## config.mk

```make
export PLATFORM = sky130hd
export DESIGN_NAME = mini_mips_soc
export DESIGN_NICKNAME = d
export VERILOG_FILES = /design/src/rtl/mini_mips_soc.sv
export SDC_FILE = /design/constraint.sdc
export NUM_CORES = 1
export LEC_CHECK = 0
export ABC_AREA = 1
export BUFFER_PORTS_ARGS = -buffer_cell sky130_fd_sc_hd__buf_2
export CORE_ASPECT_RATIO = 1.75
export CORE_MARGIN = 4
export CORE_UTILIZATION = 53
export DETAILED_ROUTE_END_ITERATION = 6
export GPL_ROUTABILITY_DRIVEN = 0
export HOLD_SLACK_MARGIN = 0.1
export PLACE_DENSITY = 0.78
export SLEW_MARGIN = 0
export SYNTH_ARGS = -nofsm -noshare
export SYNTH_HDL_FRONTEND = slang
export SYNTH_SLANG_ARGS = --single-unit
```

## constraint.sdc

```tcl
create_clock -name clk -period 1.5 [get_ports clk]
set_input_delay 0.15 -clock clk [delete_from_list [all_inputs] [get_ports clk]]
set_output_delay 0.15 -clock clk [all_outputs]
set_load 0.02 [all_outputs]
```

## src/rtl/mini_mips_soc.sv

```systemverilog
// mini_mips_soc: single-cycle MIPS32 subset core, word ROM, byte-banked RAM.
// Define UNALIGNED_LS_EN to add LWL/LWR/SWL/SWR; otherwise they act as NOPs.

module regfile (
  input  logic        clk,
  input  logic        we,
  input  logic [4:0]  waddr,
  input  logic [31:0] wdata,
  input  logic [4:0]  raddr1,
  input  logic [4:0]  raddr2,
  output logic [31:0] rdata1,
  output logic [31:0] rdata2
);
  logic [31:0] regs [0:31];

  // write port; r0 is pinned to zero so probes of it always see 0
  always_ff @(posedge clk) begin
    regs[0] <= '0;
    if (we && waddr != 5'd0)
      regs[waddr] <= wdata;
  end

  // asynchronous read ports with r0 hardwired
  always_comb begin
    rdata1 = (raddr1 == 5'd0) ? '0 : regs[raddr1];
    rdata2 = (raddr2 == 5'd0) ? '0 : regs[raddr2];
  end
endmodule

module inst_rom #(
  parameter int DEPTH = 32
) (
  input  logic                     clk,
  input  logic                     load_we,
  input  logic [$clog2(DEPTH)-1:0] load_addr,
  input  logic [31:0]              load_data,
  input  logic [31:0]              addr,
  output logic [31:0]              inst
);
  localparam int AW = $clog2(DEPTH);
  logic [31:0] inst_mem [0:DEPTH-1];
  logic        unused_addr;

  // boot load port; tied off in the SoC, contents come from preload
  always_ff @(posedge clk) begin
    if (load_we)
      inst_mem[load_addr] <= load_data;
  end

  // combinational fetch by word index
  always_comb begin
    unused_addr = ^{addr[31:AW+2], addr[1:0]};
    inst        = inst_mem[addr[AW+1:2]];
  end
endmodule

module data_ram #(
  parameter int DEPTH = 1024
) (
  input  logic        clk,
  input  logic [31:0] addr,
  input  logic [3:0]  be,
  input  logic [31:0] wdata,
  output logic [31:0] rdata
);
  localparam int AW = $clog2(DEPTH);
  logic [7:0]    bank0 [0:DEPTH-1];
  logic [7:0]    bank1 [0:DEPTH-1];
  logic [7:0]    bank2 [0:DEPTH-1];
  logic [7:0]    bank3 [0:DEPTH-1];
  logic [AW-1:0] idx;
  logic          unused_addr;

  // word index; upper and byte-offset bits are not part of it
  always_comb begin
    idx         = addr[AW+1:2];
    unused_addr = ^{addr[31:AW+2], addr[1:0]};
    rdata       = {bank3[idx], bank2[idx],
                   bank1[idx], bank0[idx]};
  end

  // byte-enabled write; bank3 holds the big-endian byte 0
  always_ff @(posedge clk) begin
    if (be[3]) bank3[idx] <= wdata[31:24];
    if (be[2]) bank2[idx] <= wdata[23:16];
    if (be[1]) bank1[idx] <= wdata[15:8];
    if (be[0]) bank0[idx] <= wdata[7:0];
  end
endmodule

module openmips (
  input  logic        clk,
  input  logic        rst,
  input  logic [31:0] inst,
  output logic [31:0] pc,
  output logic [31:0] mem_addr,
  input  logic [31:0] mem_rdata,
  output logic [3:0]  mem_be,
  output logic [31:0] mem_wdata
);
  logic [31:0] pc_q, pc_d;
  logic [5:0]  op, funct;
  logic [4:0]  rs_a, rt_a, rd_a;
  logic [15:0] imm;
  logic [31:0] rs_v, rt_v, simm, zimm, ea;
  logic [4:0]  lsh, rsh;
  logic [31:0] byte_w;
  logic [15:0] half_v;
  logic        wb_en;
  logic [4:0]  wb_a;
  logic [31:0] wb_d;
  logic [3:0]  be;
  logic [31:0] wd;
  logic        unused_sa;

  regfile regfile1 (
    .clk    (clk),
    .we     (wb_en & rst),
    .waddr  (wb_a),
    .wdata  (wb_d),
    .raddr1 (rs_a),
    .raddr2 (rt_a),
    .rdata1 (rs_v),
    .rdata2 (rt_v)
  );

  // next sequential PC; there is no control flow
  always_comb begin
    pc_d = pc_q + 32'd4;
  end

  // PC register with synchronous active-low reset
  always_ff @(posedge clk) begin
    if (!rst) pc_q <= '0;
    else      pc_q <= pc_d;
  end

  // decode, execute and memory access in one cycle
  always_comb begin
    op        = inst[31:26];
    rs_a      = inst[25:21];
    rt_a      = inst[20:16];
    rd_a      = inst[15:11];
    funct     = inst[5:0];
    imm       = inst[15:0];
    unused_sa = ^inst[10:6];
    simm      = {{16{imm[15]}}, imm};
    zimm      = {16'h0, imm};
    ea        = rs_v + simm;
    lsh       = {ea[1:0], 3'b000};
    rsh       = {~ea[1:0], 3'b000};
    byte_w    = mem_rdata >> rsh;
    half_v    = ea[1] ? mem_rdata[15:0]
                      : mem_rdata[31:16];
    wb_en     = 1'b0;
    wb_a      = rt_a;
    wb_d      = '0;
    be        = '0;
    wd        = '0;
    unique case (op)
      6'h0D: begin
        wb_en = 1'b1;
        wb_d  = rs_v | zimm;
      end
      6'h09: begin
        wb_en = 1'b1;
        wb_d  = rs_v + simm;
      end
      6'h0F: begin
        wb_en = 1'b1;
        wb_d  = {imm, 16'h0};
      end
      6'h00: begin
        wb_a = rd_a;
        if (funct == 6'h25) begin
          wb_en = 1'b1;
          wb_d  = rs_v | rt_v;
        end else if (funct == 6'h21) begin
          wb_en = 1'b1;
          wb_d  = rs_v + rt_v;
        end
      end
      6'h20: begin
        wb_en = 1'b1;
        wb_d  = {{24{byte_w[7]}}, byte_w[7:0]};
      end
      6'h24: begin
        wb_en = 1'b1;
        wb_d  = {24'h0, byte_w[7:0]};
      end
      6'h21: begin
        wb_en = 1'b1;
        wb_d  = {{16{half_v[15]}}, half_v};
      end
      6'h25: begin
        wb_en = 1'b1;
        wb_d  = {16'h0, half_v};
      end
      6'h23: begin
        wb_en = 1'b1;
        wb_d  = mem_rdata;
      end
      6'h28: begin
        be = 4'b1000 >> ea[1:0];
        wd = {4{rt_v[7:0]}};
      end
      6'h29: begin
        be = ea[1] ? 4'b0011 : 4'b1100;
        wd = {2{rt_v[15:0]}};
      end
      6'h2B: begin
        be = 4'b1111;
        wd = rt_v;
      end
`ifdef UNALIGNED_LS_EN
      6'h22: begin
        wb_en = 1'b1;
        wb_d  = (mem_rdata << lsh)
              | (rt_v & ((32'h1 << lsh) - 32'h1));
      end
      6'h26: begin
        wb_en = 1'b1;
        wb_d  = (rt_v & ~(32'hFFFF_FFFF >> rsh))
              | (mem_rdata >> rsh);
      end
      6'h2A: begin
        be = 4'b1111 >> ea[1:0];
        wd = rt_v >> lsh;
      end
      6'h2E: begin
        be = 4'b1111 << (~ea[1:0]);
        wd = rt_v << rsh;
      end
`endif
      default: begin
        wb_en = 1'b0;
      end
    endcase
  end

  // bus outputs; stores are dropped while in reset
  always_comb begin
    pc        = pc_q;
    mem_addr  = ea;
    mem_be    = rst ? be : 4'b0000;
    mem_wdata = wd;
  end
endmodule

module mini_mips_soc #(
  parameter int IROM_DEPTH = 32,
  parameter int DRAM_DEPTH = 1024
) (
  input  logic        clk,
  input  logic        rst,
  output logic [31:0] dbg_pc
);
  logic [31:0] pc, inst, mem_addr;
  logic [31:0] mem_rdata, mem_wdata;
  logic [3:0]  mem_be;

  openmips openmips0 (
    .clk       (clk),
    .rst       (rst),
    .inst      (inst),
    .pc        (pc),
    .mem_addr  (mem_addr),
    .mem_rdata (mem_rdata),
    .mem_be    (mem_be),
    .mem_wdata (mem_wdata)
  );

  inst_rom #(.DEPTH(IROM_DEPTH)) inst_rom0 (
    .clk       (clk),
    .load_we   (1'b0),
    .load_addr ('0),
    .load_data ('0),
    .addr      (pc),
    .inst      (inst)
  );

  data_ram #(.DEPTH(DRAM_DEPTH)) data_ram0 (
    .clk   (clk),
    .addr  (mem_addr),
    .be    (mem_be),
    .wdata (mem_wdata),
    .rdata (mem_rdata)
  );

  assign dbg_pc = pc;
endmodule

```

[Word level (Yosys, flattened, before mapping)]
Index checks and enable logic that the tools add are counted.
Word-level totals
  bits in registers: 32
  bits in latches: 0
  bits in writable memories: 0
  ROM bits: 0
  memories: 0
Operators by class
  add/subtract/negate cells: 1
  multiply operators: 0
  divide/modulo/power cells: 0
  magnitude comparators: 0
  equal/unequal tests: 0
  shift operators: 0
  multiplexer cells: 0
  bitwise logic cells: 0
  reduce and logical (&&, ||, !) cells: 0
Operator list (number)
  32-bit by 3-bit adder with 32-bit output, second input constant: 1

[Depth between registers and ports, before layout]
  depth in word-level cells: 1
  gate-level depth with buffers: 8

[Worst setup path before layout]
Ideal clock, no wire load.
  path kind: register to register
  from: reg openmips0.pc_q[3], in the netlist openmips0.pc[3]
  to: reg openmips0.pc_q[24], in the netlist openmips0.pc[24]
  setup time: 0.115 ns
  arrival: 1.327 ns
  slack: 0.058 ns
  cell stages (with the launch flop): 9
  buffers on the path: 0
  period minus slack after synthesis: 1.442 ns
  path through: dfxtp_1 -> ha_1 -> nand2_1 -> nor2_1 -> nand2_1 -> nor2_4 -> nand3_1 -> nand2_1 -> nor2_1
On the way
  longest elaborated chain between the ends: 1
Ends and longest elaborated chain
  from (decl): RTL line 101  | logic [31:0] pc_q, pc_d;
  from (signal assigned): RTL line 135  | else pc_q <= pc_d;
  32-bit by 3-bit adder with 32-bit output: RTL line 129  | pc_d = pc_q + 32'd4;
No other way between the ends.
A chain may end at the register's enable or synchronous reset.

[Final worst setup path]
  from: reg openmips0.pc_q[3], in the netlist openmips0.pc[3]
  to: reg openmips0.pc_q[16], in the netlist openmips0.pc[16]
Same word-level chain as after synthesis.

==> summary.md <==
| Metric | Value |
|---|---|
| Status | `finished clean` |
| P_leak | `0.761 nW` |
| Crit path kind | `reg2reg` |
| Post-Syn Area | `between 1500 and 2000 um2` |
| Setup_tns | `0 ns` |
| Largest net degree at the start of global routing | `14` |
| Final core occ | `between 60% and 70%` |
| Share of layout cells above drive strength 1 | `about a fifth` |
| Final Critical Period | `approximately 1.4 ns` |
| Vias in the first global route | `1,517` |
| Drt wl/cell | `around 13 um` |
| Reg-to-reg startpoint | `openmips0.pc[3]` |
| Distinct cells, synth | `21` |
| Io pins | `34` |
| Worst setup SP type | `register` |
| Synth area leader | `dfxtp_1` |
| Max Cap Violations | `0` |
| TritonRoute pass-1 iters | `4` |
| Highest net fanout along the worst path | `4` |
| Area Growth Syn to Fin | `17.0%` |
| Tightest Hold Check Type | `in2reg` |
| Num rows | `25` |
| Die W | `between 40 and 50 um` |
| GR Util All Layers | `between 20% and 30%` |
| Cts hold-fix bufs | `0` |
| Cells after synthesis | `around 230` |
| Clk sinks | `30` |
| Pwr Density | `819 nW/um2` |
| Final hold violations | `0` |
| Mean Syn Cell Area | `between 6 and 7 um2` |
| Dominant cells by area after synthesis | `dfxtp_1 (39%), nand2_1 (15%), nor2_1 (14%)` |
| Ratio of final minimum period to clock period | `between 90% and 100%` |
| # setup viols final | `0` |
| Routed Antenna Nets | `0` |
| Clk pin slew, worst setup/hold paths | `0.07 ns` |
| Total number of vias | `about 1,600` |
| Final Max Slew Viols | `0` |
| Fin nets | `roughly 270` |
| IO Port Bufs | `31` |
| GR Overflow Total | `0` |
| Vias per cell | `roughly 5.3` |
| TritonCTS Buffers | `5` |
| Initial core utilization | `a little under three fifths` |
| Initial antenna violation count | `0` |
| Iteration-0 DRC Markers | `57` |
| Crit end category | `register` |
| Critical Path Source | `openmips0.pc[3]` |
| CP Data Required Time | `roughly 1.7 ns` |
| Most frequent cells in the layout | `nand2_1 (61), nor2_1 (59), buf_2 (31)` |
| Filler instances | `approximately 270` |
| Fmax | `~720 MHz` |
| Dpl hpwl | `around 2700 um` |
| Post-synthesis sequential area ratio | `38.7%` |
| Reg2reg path depth | `7` |
| Setup Skew | `roughly 0.009 ns` |
| CTS tree | `built` |
| H-Tree Depth | `2` |
| Max Root-Sink Buffers | `2` |
| WHS | `roughly 0.2 ns` |
| Antenna diodes | `0` |
| Critical Path End | `openmips0.pc[16]` |
| Synth warn | `0` |
| First-pass GRT wire length | `between 6000 and 7000 um` |
| Reg-to-reg endpoint | `openmips0.pc[16]` |
| Area of placed instances | `between 1500 and 2000 um2` |
| Pwr Total | `around 1.5 mW` |
| Worst EP arrival | `between 1.5 and 2 ns` |
| Core Region | `~2800 um2` |
| Fin area | `roughly 1800 um2` |
| Synthesis-stage register bit count | `30` |
| DIE AREA | `approximately 3900 um2` |
| WL final | `around 3700 um` |
| Die Y | `~80 um` |
| Reg2reg setup slack | `0.10 ns` |
| Skew-Pair Late Insertion Delay | `approximately 0.28 ns` |
| Max reg flops | `30` |
| Synth top area share | `38.7%` |
| Most common cell after layout, fill and taps aside | `nand2_1` |
| DRC | `0` |
| Max VDD drop | `~0.91 mV` |
| Clock root cell | `clkbuf_8` |
[cells by family after synthesis]
family	share of synthesized area, %
simple gates	46.2
flops	38.7
compound gates	7.42
buf+inv	4.92
xor+xnor	1.69
fa+ha+maj	0.806
other cells	0.242
[cells in the mapped netlist]
library cell	instances
a21oi_1	16
and2_1	4
buf_2	1
buf_4	2
clkbuf_1	1
conb_1	1
dfxtp_1	30
ha_1	1
inv_1	14
nand2_1	62
nand2_2	2
nand2_4	3
nand3_1	13
nor2_1	59
nor2_2	3
nor2_4	8
nor3_1	2
nor3b_1	1
o21a_1	2
o21ai_0	4
xor2_1	3
[repair_timing]
| item | in CTS | in global routing |
|---|---|---|
| endpoints found under the setup margin | 0 | 7 |
| gates resized for setup | 0 | 2 |
| setup buffers | 0 | 1 |
| hold endpoints to repair | 0 | 0 |
[final cells by class]
class                   count  area (um2)  share of cell area, %
clock buffers               7        76.3                   4.20
inverters                  14        52.6                   2.89
multi-input cells         185         881                   48.5
flip-flops and latches     30         602                   33.1
well taps                  27        33.8                   1.86
repair buffers             33         170                   9.37
[power breakdown]
part / internal [mW] / switching [mW]
Sequential: 0.804 / 0.00655
Clock: 0.319 / 0.295
Combinational: 0.0195 / 0.0429
[worst min-delay path by stage]
stage          slack [ns]                to  cells after the start             from
2_1_floorplan        0.27  openmips0.pc[13]                      2              rst
3_3_place_gp         0.44   openmips0.pc[2]                      1  openmips0.pc[2]
3_5_place_dp         0.45   openmips0.pc[2]                      1  openmips0.pc[2]
4_1_cts              0.19  openmips0.pc[15]                      3              rst
5_1_grt              0.21  openmips0.pc[15]                      3              rst
6_report             0.20  openmips0.pc[15]                      3              rst
[metal layers]
metal  part of all wire [%]  wire length [um]  track usage, %  vias up
met5                      0                 0               0        -
met2                     53              1960            38.1       42
met1                     39              1430            21.0      711
met3                    5.9               219            5.98        8
li1                       -                 -               -      795
met4                    2.7               100            14.6        0
[critical path, stage by stage, from the launching register on]
cell     delay (ns)
dfxtp_1        0.36
ha_1           0.20
nand2_2        0.10
nor2_1         0.14
nand2_1        0.14
nor2_4         0.16
and2_1         0.13
nor2_1         0.04
[per-stage QoR]
| stage | instances | setup slack, ns |
|---|---|---|
| global route | 296 | -0.0225 |
| CTS | 295 | 0.0782 |
| finish | 296 | 0.104 |
| global placement | 288 | 0.182 |
| detailed placement | 288 | 0.108 |
| floorplan | 233 | 0.0580 |
Power figures use the tool's default switching activity.
